File: config.mk
export PLATFORM = sky130hd
export DESIGN_NAME = hilo_mul_sequencer
export DESIGN_NICKNAME = d
export VERILOG_FILES = /design/src/rtl/hilo_mul_sequencer.sv
export SDC_FILE = /design/constraint.sdc
export NUM_CORES = 1
export LEC_CHECK = 0
export BUFFER_PORTS_ARGS = -buffer_cell sky130_fd_sc_hd__buf_4
export CORE_ASPECT_RATIO = 1.25
export CORE_UTILIZATION = 45
export CTS_CLUSTER_DIAMETER = 80
export DETAILED_ROUTE_END_ITERATION = 16
export RECOVER_POWER = 50
export SYNTH_ARGS = -nofsm -noshare
export SYNTH_HDL_FRONTEND = slang
export SYNTH_SLANG_ARGS = --single-unit
File: constraint.sdc
create_clock -name Clk -period 4.85 [get_ports Clk]
set_input_delay 0.97 -clock Clk [delete_from_list [all_inputs] [get_ports Clk]]
set_output_delay 0.97 -clock Clk [all_outputs]
set_load 0.01 [all_outputs]
File: src/rtl/hilo_mul_sequencer.sv
// HI/LO multiply unit for the EX stage: 32-step radix-2 shift-add multiplier,
// sign fix-up, and commit into HI/LO or Result, with a pipeline stall request.
module hilo_mul_sequencer #(
    parameter logic [5:0] OP_MADD  = 6'd2,
    parameter logic [5:0] OP_MUL   = 6'd5,
    parameter logic [5:0] OP_MSUB  = 6'd8,
    parameter logic [5:0] OP_MFHI  = 6'd15,
    parameter logic [5:0] OP_MTHI  = 6'd16,
    parameter logic [5:0] OP_MFLO  = 6'd17,
    parameter logic [5:0] OP_MTLO  = 6'd18,
    parameter logic [5:0] OP_MULT  = 6'd19,
    parameter logic [5:0] OP_MULTU = 6'd20
) (
    input  logic        Clk,
    input  logic        Rst,
    input  logic        Start,
    input  logic [5:0]  ALUOp,
    input  logic [31:0] A,
    input  logic [31:0] B,
    input  logic        Cancel,
    output logic        Stall,
    output logic [31:0] Result,
    output logic        ResultValid,
    output logic [31:0] HI,
    output logic [31:0] LO
);

    typedef enum logic [1:0] {IDLE, MULT, SIGN, COMMIT} state_t;

    state_t      state;
    logic [5:0]  op;
    logic        neg;
    logic [31:0] mcand;
    logic [31:0] mplier;
    logic [63:0] prod;
    logic [4:0]  cnt;
    logic [31:0] hi;
    logic [31:0] lo;
    logic [31:0] result;
    logic        result_valid;

    logic        is_mc;
    logic        is_valid;
    logic        accept;
    logic        sgn;
    logic [31:0] mag_a;
    logic [31:0] mag_b;
    logic [32:0] sum;

    always_comb begin
        is_mc    = (ALUOp == OP_MULT) || (ALUOp == OP_MULTU) || (ALUOp == OP_MADD) ||
                   (ALUOp == OP_MSUB) || (ALUOp == OP_MUL);
        is_valid = is_mc || (ALUOp == OP_MTHI) || (ALUOp == OP_MTLO) ||
                   (ALUOp == OP_MFHI) || (ALUOp == OP_MFLO);
        accept   = Start && !Cancel && (state == IDLE) && is_valid;
        sgn      = (ALUOp != OP_MULTU);
        // Negating 0x80000000 wraps back to itself, which is the correct unsigned magnitude.
        mag_a    = (sgn && A[31]) ? (~A + 32'd1) : A;
        mag_b    = (sgn && B[31]) ? (~B + 32'd1) : B;
        sum      = {1'b0, prod[63:32]} + (mplier[0] ? {1'b0, mcand} : 33'd0);
    end

    assign Stall       = Rst && ((state != IDLE) || (Start && is_mc && !Cancel));
    assign Result      = result;
    assign ResultValid = result_valid;
    assign HI          = hi;
    assign LO          = lo;

    always_ff @(posedge Clk or negedge Rst) begin
        if (!Rst) begin
            state        <= IDLE;
            op           <= '0;
            neg          <= 1'b0;
            mcand        <= '0;
            mplier       <= '0;
            prod         <= '0;
            cnt          <= '0;
            hi           <= '0;
            lo           <= '0;
            result       <= '0;
            result_valid <= 1'b0;
        end else begin
            result_valid <= 1'b0;
            case (state)
                IDLE: begin
                    if (accept) begin
                        if (is_mc) begin
                            op     <= ALUOp;
                            neg    <= sgn && (A[31] ^ B[31]);
                            mcand  <= mag_a;
                            mplier <= mag_b;
                            prod   <= '0;
                            cnt    <= '0;
                            state  <= MULT;
                        end else if (ALUOp == OP_MTHI) begin
                            hi <= A;
                        end else if (ALUOp == OP_MTLO) begin
                            lo <= A;
                        end else if (ALUOp == OP_MFHI) begin
                            result       <= hi;
                            result_valid <= 1'b1;
                        end else begin
                            result       <= lo;
                            result_valid <= 1'b1;
                        end
                    end
                end
                MULT: begin
                    if (Cancel) begin
                        state <= IDLE;
                    end else begin
                        // Carry out of the upper-half add shifts into bit 63.
                        prod   <= {sum, prod[31:1]};
                        mplier <= mplier >> 1;
                        cnt    <= cnt + 5'd1;
                        if (cnt == 5'd31) state <= SIGN;
                    end
                end
                SIGN: begin
                    if (Cancel) begin
                        state <= IDLE;
                    end else begin
                        if (neg) prod <= ~prod + 64'd1;
                        state <= COMMIT;
                    end
                end
                COMMIT: begin
                    state <= IDLE;
                    if (!Cancel) begin
                        if (op == OP_MADD) begin
                            {hi, lo} <= {hi, lo} + prod;
                        end else if (op == OP_MSUB) begin
                            {hi, lo} <= {hi, lo} - prod;
                        end else if (op == OP_MUL) begin
                            result       <= prod[31:0];
                            result_valid <= 1'b1;
                        end else begin
                            {hi, lo} <= prod;
                        end
                    end
                end
                default: state <= IDLE;
            endcase
        end
    end

endmodule

# --- After elaboration in Yosys (flattened, before gate mapping) ---
# Cells that the tools add are included.
word_totals:
  regBits: 239
  input_bits: 74
  out_inout_bits: 98
op_classes:
  n_addsub: 7
  n_eq_ne: 33
  mux: 59
  n_bitwise: 4
  n_reduce_logical: 31
ops:
  columns: ["cell", "count"]
  rows:
  - ["$mux W32", 30]
  - ["$mux W64", 5]
  - ["$pmux W32 S2", 4]
  - ["$pmux W64 S3", 1]
  - ["$add A32 B1 Y32 const B", 2]
  - ["$add A64 B1 Y64 const B", 1]
  - ["$add A64 B64 Y64", 1]
  - ["$not A32 Y32", 2]
  - ["$not A64 Y64", 1]
  - ["$sub A64 B64 Y64", 1]
  - ["$add A32 B32 Y33", 1]
  - ["$eq A6 B5 Y1 const B", 5]
  - ["$ne A2 B2 Y1 const B", 14]
  - ["$eq A6 B4 Y1 const B", 3]
  - ["$mux W5", 3]
  - ["$eq A6 B2 Y1 const B", 2]
  - ["$eq A6 B3 Y1 const B", 2]
  - ["$reduce_and A6 Y1", 2]
  - ["$mux W2", 5]
  - ["$pmux W5 S2", 1]
  - ["$logic_and A1 B1 Y1", 9]
  - ["$logic_or A1 B1 Y1", 9]
  - ["$reduce_and A9 Y1", 1]
  - ["$mux W1", 8]
  - ["17 further kinds", 21]

# --- Longest topological paths before layout ---
depth:
  depth_word: 12
  ltp_mapped: 16

# --- Least setup slack after synthesis ---
# No wires, ideal clock.
synth_path:
  path_type: "register to register"
  from: "register prod[35]"
  to: "register hi[24], in the netlist HI[24]"
  setup_time_ps: 131
  arrival_time_ps: 3513
  t_required_ps: 4719
  path_slack_ps: 1206
  stages_incl_launch_ff: 15
  n_path_buf: 1
  period_less_slack_ps: 3644
  path_cell_list: "dfrtp_1 > clkbuf_1 > inv_1 > ha_1 > or4_1 > nand2b_1 > or2_2 > or4_1 > o32ai_1 > o2111ai_1 > a21oi_1 > o21ai_0 > and3_1 > nor3_1 > o22ai_1"
synth_via:
  elab_chain_cells: 5
  elab_cells_between_ends: 6
synth_lines:
  columns: ["element", "line", "rtl"]
  rows:
  - ["from (decl)", "35", "logic [63:0] prod;"]
  - ["from (signal assigned)", "113", "prod <= {sum, prod[31:1]};"]
  - ["from (signal assigned)", "123", "if (neg) prod <= ~prod + 64'd1;"]
  - ["$sub A64 B64 Y64", "133", "{hi, lo} <= {hi, lo} - prod;"]
  - ["$mux W32", "132", "end else if (op == OP_MSUB) begin"]
  - ["$mux W32 (*)", "130", "if (op == OP_MADD) begin"]
  - ["$mux W32 (*)", "129", "if (!Cancel) begin"]
  - ["$pmux W32 S2 (*)", "84", "case (state)"]
  - ["to (signal assigned)", "131", "{hi, lo} <= {hi, lo} + prod;"]
  - ["to (signal assigned)", "133", null]
  - ["to (signal assigned)", "138", "{hi, lo} <= prod;"]
  - ["to (decl)", "37", "logic [31:0] hi;"]
# Mark *: on every way between the ends. The rest lies on a longest branch, timed or not. The select of a mux whose other input is x is not followed.
# A chain may end at the register's enable or synchronous reset.

# --- Final worst setup path ---
layout_path:
  from: "register prod[7]"
  to: "register hi[21], in the netlist HI[21]"
# Same word-level chain as after synthesis.

==> results.ini <==
[power]
switchingPower_mw = 10.41
power_leakage_nw = 11.65
p_int_mw = 8.167
p_seq_frac = 0.186
power.share.switching = 0.5605
finalPower_mw = 18.58
clkPwrFrac = 0.145
ir_worst_vdd_mv = 0.5308
combPwrFrac = 0.669
powerDensity_nw_per_um2 = 690.3

[cells_and_area]
fill_cells = 5066
layout_common_cells = 352 x a21oi_1, 349 x o21ai_0, 314 x nand2_1
layout.cells.non_filler = 3990
layout_commonest_cell = a21oi_1
fin_area_um2 = 26920
drive_gt1_frac = 0.1009
fin_nets = 3542
area_delta_synth_final_pct = 13.65
fin_util = 0.5198

[routing]
wirelength_um = 112400
drcViolationCount = 0
dr_total_vias = 26821
routedWlPerCell_um = 28.18
firstDrtPassIters = 7
ant_nets = 0
vias_per_cell = 6.722
first_iter_violations = 2848

[status]
outcome = finished with violations
violations = capacitance limit, slew limit

[clocking]
clk_latency_ps = 570
cts_sinks = 239
cts_buffers = 34
cts.reportedPaths.clkPinSlew_ps = 60
clockBufferDepth = 3
cts_tree = yes
cts_setup_buffers = 0
cts_repair_resize_count = 0
root_buffer = clkbuf_16
htree_levels = 2
ctsHoldBuffers = 0

[critical_path]
max_stage_delay_ps = 680
critPathArrivalTime_ps = 5050
r2r_start = prod[7]
critPathBufInv = 2
worst_setup_path_end_kind = flip-flop
crit_family = compound AO/OA/AOI/OAI gates
critPathSlowestCell = a21oi_1
path_cells = inv_1 -> ha_1 -> nor3_1 -> o311ai_0 -> a21oi_1 -> o2111a_1 -> nor3b_1 -> o21ai_1 -> buf_4 -> a31oi_1 -> nor3_1 -> mux2i_1 -> o32ai_1 -> mux2_2
r2r-end = HI[21]
rr_worst_depth = 14
cp.required_ps = 5290
worstSetupStartpointType = flip-flop
r2r_slack_ps = 240
path_max_fanout = 11
path_class = reg -> reg
cp_common_cell = nor3_1

[place]
dpl_cell_area_um2 = 25930
portBuffers = 171
dp_worst_setup_slack_ps = 418.9
hpwlAfterDp_um = 84740
dpl.cell_count = 3927
globalplace.congestion = 1.036

[sta]
final.setup.tns_ps = 0
maxSlewHeadroom = -0.5257
tightest_slew_ps = 2288
setup_ws_ps = 237.8
drv_slew = 85
fmax_mhz = 216.8
timing.hold.ws_ps = 474.8
rsz0062_at_grt = false
setup_viol = 0
skew_ps = 28.85
finalCritPeriodShare = 0.9510
hold_viol_final = 0
min_period_ps = 4612

[global_routing]
groute.layer.met1.usage = 0.5308
grt_remaining_overflow = 0
grt_use_met2 = 0.6334
grt_busiest_layer = met2
use_met3 = 0.08568
grtUsageTotal = 0.4112
grt_max_degree = 157
grt_pass1_wl_um = 166600
antenna_found_initial = 6
grt_pass1_vias = 25466

[floorplanning]
coreArea_um2 = 51780
ioPinCount = 172
dieArea_um2 = 53560
rows = 93
die_y_um = 258.5
start_util = 0.4574
die_x_um = 207.2

[synthesis]
synth_edf_count = 0
netlist.area_leader.share = 0.2525
ys_seq_area_frac = 0.2525
synthesis.nets = 3435
yosysTopAreaCell = dfrtp_1
synthCells = 3191
synth_flop_cell = dfrtp_1
async_flop_share = 1.000
yosysUniqueCellTypes = 88
avgSynthCellArea_um2 = 7.423
ys_warn_count = 0
syn_area_um2 = 23690
synth_seq_cells = 239
synth_area_leaders = dfrtp_1 25%, ha_1 8.8%, a21oi_1 7.4%

[flow_run]
drv_cap = 1

[hold_path]
hold_depth = 2
hold_end = mcand[15]
hold_path.class = reg -> reg
min_from = mcand[15]

worst max-delay path by stage:
stage | from | endpoint | slack (ps) | depth (start not counted)
finish | prod[7] | HI[21] | 240 | 14
global route | prod[7] | HI[21] | 70 | 14
CTS | prod[1] | HI[13] | 380 | 14
detailed placement | prod[1] | HI[13] | 420 | 14
global placement | prod[1] | HI[13] | 460 | 14
floorplan | prod[35] | HI[24] | 1210 | 14
final cells by class:
class | instances | area (µm²) | area share
Multi-Input combinational cell | 2587 | 16400 | 0.6093
Sequential cell | 239 | 5981 | 0.2222
Timing Repair Buffer | 272 | 1906 | 0.07079
Clock buffer | 44 | 939.7 | 0.03491
Tap cell | 665 | 832.0 | 0.03091
Inverter | 164 | 615.6 | 0.02287
Clock inverter | 15 | 234.0 | 0.008692
Antenna cell | 4 | 10.01 | 0.0003719
state kept, by name (all words and copies together), names as in the netlist:
register,cells
ResultValid,1
prod,64
op,6
Result,32
LO,32
state,2
mcand,32
HI,32
cnt,5
mplier,32
neg,1
layer usage:
layer | up-vias | routed length, µm
met5 | - | 16
met4 | 2 | 7497
met3 | 308 | 11310
met2 | 1664 | 48570
met1 | 12852 | 45040
li1 | 11995 | -
cell usage after synthesis, types with 48 or more instances:
cell type,instances
a21oi_1,352
clkbuf_1,181
dfrtp_1,239
ha_1,167
inv_1,160
nand2_1,315
nand3_1,72
nor2_1,266
nor3_1,70
nor4_1,56
o21ai_0,349
o31ai_1,49
xnor2_1,80
xor2_1,48
worst reg2reg max path, cell delays in order (launching register included):
cell	delay [ps]
dfrtp_1	530
inv_1	140
ha_1	410
nor3_1	320
o311ai_0	190
a21oi_1	680
o2111a_1	430
nor3b_1	130
o21ai_1	170
buf_4	210
a31oi_1	150
nor3_1	480
mux2i_1	240
o32ai_1	110
mux2_2	280
cells by family after synthesis:
group / count (synthesis) / synth area share
AO/OA/AOI/OAI: 1204 / 0.3185
AND/OR/NAND/NOR: 1031 / 0.2093
buffers and inverters: 365 / 0.05837
flip-flops: 239 / 0.2525
adder cells (fa/ha/maj): 170 / 0.09076
XOR/XNOR: 128 / 0.04733
multiplexers: 54 / 0.02324
power groups by stage:
stage	registers (mW)	clock network [mW]	logic (mW)
final	3.45	2.70	12.4
after global routing	3.50	2.80	13.3
after CTS	3.43	2.73	12.1
after detailed placement	3.45	0	12.1
after global placement	3.42	0	12.0
after floorplan	3.35	0	7.37
(Power assumes the default switching activity.)
